**src/rtl/pc_fetch_ctrl.sv**
```systemverilog
// PC register and instruction-fetch request controller (BOOT/FETCH/STALL).
// Optional: define PC_MISALIGN_TRAP_EN to trap misaligned redirects to TRAP_VEC.
module pc_fetch_ctrl #(
  parameter int          N         = 32,
  parameter logic [N-1:0] RESET_VEC = 32'h0000_0000,
  parameter logic [N-1:0] TRAP_VEC  = 32'h0000_0100
) (
  input  logic         clk,
  input  logic         rst_n,
  input  logic         stall,
  input  logic         redirect_valid,
  input  logic [N-1:0] redirect_target,
  output logic [N-1:0] adder_a,
  output logic [N-1:0] adder_b,
  input  logic [N-1:0] adder_sum,
  output logic         imem_req_valid,
  input  logic         imem_req_ready,
  output logic [N-1:0] imem_addr,
  output logic [N-1:0] pc,
  output logic [31:0]  instret,
  output logic         trap_pulse
);

  typedef enum logic [1:0] {BOOT, FETCH, STALL} state_t;

  state_t       state, state_nxt;
  logic [N-1:0] pc_nxt;
  logic [31:0]  instret_nxt;
  logic         trap_nxt;
  logic         hs;

  assign adder_a        = pc;
  assign adder_b        = N'(4);
  assign imem_addr      = pc;
  assign imem_req_valid = (state == FETCH);
  assign hs             = imem_req_valid & imem_req_ready;

  always_ff @(posedge clk or negedge rst_n) begin
    if (!rst_n) begin
      state   <= BOOT;
      pc      <= RESET_VEC;
      instret <= '0;
    end else begin
      state   <= state_nxt;
      pc      <= pc_nxt;
      instret <= instret_nxt;
    end
  end

  always_comb begin
    state_nxt   = state;
    pc_nxt      = pc;
    instret_nxt = instret;
    trap_nxt    = 1'b0;
    case (state)
      BOOT: state_nxt = FETCH;
      FETCH, STALL: begin
        // Redirect overrides everything, including a handshake in the same cycle.
        if (redirect_valid) begin
          state_nxt = FETCH;
`ifdef PC_MISALIGN_TRAP_EN
          if (redirect_target[1:0] != 2'b00) begin
            pc_nxt   = TRAP_VEC;
            trap_nxt = 1'b1;
          end else begin
            pc_nxt = redirect_target;
          end
`else
          pc_nxt = {redirect_target[N-1:2], 2'b00};
`endif
        end else if (state == FETCH) begin
          if (hs) begin
            pc_nxt      = adder_sum;
            instret_nxt = instret + 32'd1;
            if (stall) state_nxt = STALL;
          end
        end else if (!stall) begin
          state_nxt = FETCH;
        end
      end
      default: state_nxt = BOOT;
    endcase
  end

`ifdef PC_MISALIGN_TRAP_EN
  always_ff @(posedge clk or negedge rst_n) begin
    if (!rst_n) trap_pulse <= 1'b0;
    else        trap_pulse <= trap_nxt;
  end
`else
  logic unused_trap;
  assign unused_trap = ^{TRAP_VEC, redirect_target[1:0], trap_nxt};
  assign trap_pulse  = 1'b0;
`endif

endmodule

```
**config.mk**
```make
export PLATFORM = sky130hd
export DESIGN_NAME = pc_fetch_ctrl
export DESIGN_NICKNAME = d
export VERILOG_FILES = /design/src/rtl/pc_fetch_ctrl.sv
export SDC_FILE = /design/constraint.sdc
export NUM_CORES = 1
export LEC_CHECK = 0
export ABC_AREA = 1
export CAP_MARGIN = 10
export CORE_ASPECT_RATIO = 0.9
export CORE_UTILIZATION = 42
export CTS_CLUSTER_DIAMETER = 40
export CTS_CLUSTER_SIZE = 12
export DETAILED_ROUTE_END_ITERATION = 6
export GPL_TIMING_DRIVEN = 1
export HOLD_SLACK_MARGIN = 0.1
export PLACE_DENSITY_LB_ADDON = 0.08
export SLEW_MARGIN = 20
export SYNTH_ARGS = -nofsm -noshare
export SYNTH_HDL_FRONTEND = slang
export SYNTH_SLANG_ARGS = --single-unit
```
**constraint.sdc**
```tcl
create_clock -name clk -period 3.6 [get_ports clk]
set_clock_uncertainty 0.2 [all_clocks]
set_input_delay 0.54 -clock clk [delete_from_list [all_inputs] [get_ports clk]]
set_output_delay 0.54 -clock clk [all_outputs]
set_load 0.05 [all_outputs]
```
**After elaboration in Yosys (flattened, before gate mapping)**

Index checks and enable logic that the tools add are counted.

- $add $sub $neg: 1
- Multipliers: 0
- Div/mod/pow operators: 0
- $lt $le $gt $ge: 0
- Equality and inequality tests: 5
- Shift operators: 0
- Muxes and demuxes: 9
- Bitwise operators: 2
- Reduce and logical (&&, ||, !) cells: 7

Operator list:

| operator | number |
|---|---|
| 32-bit 2-to-1 mux | 3 |
| 32-bit by 1-bit adder with 32-bit output (second input constant) | 1 |
| 4-bit inequality test (second input constant) | 3 |
| 2-bit 2-to-1 mux | 5 |
| 3-bit AND reduction | 2 |
| 2-bit case mux with 2 select lines | 1 |
| 4-bit AND reduction | 1 |
| 2-bit nonzero test | 2 |
| 2-bit by 1-bit equality test with 1-bit output (second input constant) | 1 |
| 2-bit equality test (second input constant) | 1 |
| 2-bit zero test | 1 |
| 2-bit OR reduction | 1 |
| 1-bit AND | 1 |
| 1-bit inverter | 1 |

- Bits in registers: 66
- Latch bits: 0
- RAM bits: 0
- ROM bits: 0
- Bits of input ports: 69
- Output and inout bits: 162
- Logic and storage cells: 27
- Memories kept: 0

**Depth between registers and ports, before layout**

- Word-level depth: 6
- Gate-level depth with buffers: 10
- Gate-level depth less buffers: 10

**Worst setup path after synthesis**

OpenSTA, ideal clock, no wires.

- Path type: reg2reg
- Start: register state[1]
- End: register instret[28]
- Setup time: 0.114 ns
- Arrival time: 1.873 ns
- Data required time: 3.286 ns
- Path slack: 1.414 ns
- Cell stages (with the launch flop): 10
- Buffers on the path: 0
- Period minus slack after synthesis: 2.186 ns
- Path through: dfrtp_1 inv_1 ha_1 nand3_4 inv_2 nand3_1 nor2_1 nand3_1 nand2_1 inv_1

- Word-level cells in the longest chain between the ends: 3

RTL lines:

| item | RTL line | RTL |
|---|---|---|
| start, declared | 26 | `state_t state, state_nxt;` |
| start signal, assigned | 44 | `state <= state_nxt;` |
| 2-bit by 1-bit equality test with 1-bit output (*) | 35 | `assign imem_req_valid = (state == FETCH);` |
| net imem_req_valid | 16 | `output logic imem_req_valid,` |
| 1-bit AND / 2-bit OR reduction (equally long branches) | 36, 55 |  |
| 4-bit AND reduction (no line) (*) | n/a |  |
| end signal, assigned | 46 | `instret <= instret_nxt;` |
| end, declared | 20 | `output logic [31:0] instret,` |

Mark *: on every way through the listed nets, which the timed path passes. The rest lies on a longest branch.
A chain may end at the register's enable or synchronous reset.

**Worst setup path after layout**

- Start: register state[1]
- End: output port imem_req_valid

- Word-level cells in the longest chain between the ends: 1

RTL lines:

| item | RTL line |
|---|---|
| 2-bit by 1-bit equality test with 1-bit output | 35 |
| end, declared | 16 |

Every way passes these cells.

==> out/results.ini <==
[clock_tree]
cts_made_buffers=9
clkTransAtPathRegs_ns=0.07
root_buffer=clkbuf_8
postCtsSetupBuffers=0
cts-htree-levels=3
cts_tree=done
cts_resized=0
worst_skew_pair.late_latency_ns=0.34
clock-sinks=66
cts.path.max_buffers=2

[routing]
wl_um=10900
drt-vias-per-instance=4.71
vias=3657
initialDrtViolationCount=86
final_antenna_net_count=0
drc=0
drtPass1Iterations=4
wl_per_cell_um=14.0

[cells_and_area]
final_cell_area_um2=5770
syn2layout_area_growth_pct=42.0
nFillCells=872
n_antenna_cell=0
finalCoreUtilization_pct=62.3
drive_gt1_share_pct=4.74
nets=724

[placement]
placed_area_um2=5550
place_congestion=0.862
dp_hpwl_um=8410
io_buffers=195

[timing]
rsz0062_at_grt=no
hold_violations=0
period_share_pct=76.4
fin_crit_ns=2.75
slew_violations=0
slew_headroom_pct=58.6
max_freq_mhz=364
finalSetupTns_ns=0
worstMarginPinSlew_ns=0.621
final-setup-viol-count=0

[power]
p_leak_nw=2.54
ir_drop_v=0.000639
power.density_nw_per_um2=994

[critical_path]
critPathRequiredTime_ns=2.86
start_kind=register
critical_path_class=register to primary output
cp_max_fo=5
worst_setup_path_end_kind=primary output
critPathArrivalTime_ns=2.01

[synth]
syn_area_per_cell_um2=7.90
yosys_warnings=0
synth-main-ff-cell=dfrtp_1
synth_edf_count=0
yosysUniqueCellTypes=27
synth_top_cells_by_count=nand2_1, buf_4, dfrtp_1
synth_top_area_cell=dfrtp_1
ys_seq_area_share_pct=40.7
synth.top_cell.area_share_pct=40.7
async_flop_share_pct=100
ys_ff_latch=66
synthesis.area_um2=4060
synthTopCellsByArea=dfrtp_1, buf_4, nand2_1
netlist_instances=514
synthMostInstantiatedCell=nand2_1

[global_route]
grt.met1_usage_pct=25.5
grt_pass1_vias=3349
antenna_found_initial=0
overflow=0
grt_usage_pct=21.3
grt_max_degree=48
top_usage_layer=met2
grtUsageMet2_pct=37.6
grt_pass1_wl_um=16600
globalRouteMet3Util_pct=5.47

[die]
die_h_um=95.3
io_pins=231
die_area_um2=10100
initial_core_util_pct=43.9
coreArea_um2=9250
die_w_um=106
rows=33

[run_status]
status=complete, no violations

[flow_run]
maxCapViolCount=0

[min_path]
hold_path.class=register to register

==> state kept, by name, summed over array words and instances (netlist names) <==
register and count:
adder_a 32, instret 32, state 2
==> routing by layer <==
metal  routed length [µm]  up-vias
met2                 5460      145
li1                     -     1771
met4                  306        0
met5                    0        -
met3                  682       21
met1                 4420     1720
==> stage by stage <==
stage	setup slack (ns)	total power, mW	instances	hold WS [ns]
after global routing	0.771	5.97	776	0.350
after global placement	1.15	5.09	759	0.285
final	0.851	5.73	776	0.309
after CTS	0.830	5.78	775	0.224
after detailed placement	1.12	5.14	759	0.300
after floorplan	1.41	4.29	545	0.0444
==> area by class of cell <==
cell class	count	area [µm²]	share of cell area [%]
repair buffers	202	2000	34.8
well taps	122	153	2.65
flip-flops and latches	66	1650	28.6
multi-input cells	343	1650	28.6
clock buffers	11	151	2.63
clock inverters	5	52.6	0.911
inverters	27	101	1.76
==> timing repair <==
action                                  4_1_cts  5_1_grt
hold buffers                                  0        1
endpoints found under the hold margin         0       45
endpoints found under the setup margin        0        0
==> logic make-up (layout without fill, tap and decap cells) <==
group                      count (synthesis)  after routing  share of synthesized area (%)
AOI/OAI and AO/OA                         37             37                           5.88
xor gates and xnor gates                  20             20                           4.31
adders and majority gates                  6              6                           1.85
buffers and inverters                    136            245                           21.7
DFF                                       66             66                           40.7
muxes                                      1              1                          0.246
other                                      2             33                          0.185
and+or+nand+nor                          246            246                           25.1
==> critical path, stage by stage, from the launching register on <==
cell	delay, ns
dfrtp_1	0.41
inv_1	0.10
ha_1	0.29
clkdlybuf4s50_1	0.87
==> cells in the final DEF (no fill, tap or decap), types with 2 or more instances in the layout <==
cell / n
nand2_1: 142
conb_1: 33
xnor2_1: 7
nand3_1: 18
inv_1: 25
ha_1: 6
dfrtp_1: 66
nand3b_1: 7
nand4_1: 4
a31oi_1: 30
clkbuf_8: 11
o21bai_1: 2
o21ai_0: 2
clkdlybuf4s50_1: 194
clkinv_2: 3
nor3_1: 6
xor2_1: 13
nor2_2: 3
buf_4: 7
inv_2: 2
nor2_1: 63
==> report_power, final <==
group / total, mW / internal (mW) / switching (mW)
Combinational: 3.90 / 1.20 / 2.70
Clock: 0.635 / 0.354 / 0.281
Sequential: 1.19 / 0.960 / 0.231
Total: 5.73 / 2.51 / 3.21
==> path summary, 6_finish.rpt <==
kind | slack, ns | startpoint | cells past startpoint | endpoint
min in group asynchronous | 0.56 | rst_n | 2 | instret[29]
min reg2reg | 0.31 | instret[31] | 2 | instret[31]
max in group asynchronous | 2.00 | rst_n | 3 | adder_a[7]
max reg2reg | 1.48 | state[1] | 9 | instret[27]
min | 0.31 | instret[31] | 2 | instret[31]
max | 0.85 | state[1] | 3 | imem_req_valid
No activity file was read; power rests on OpenSTA's default activity.
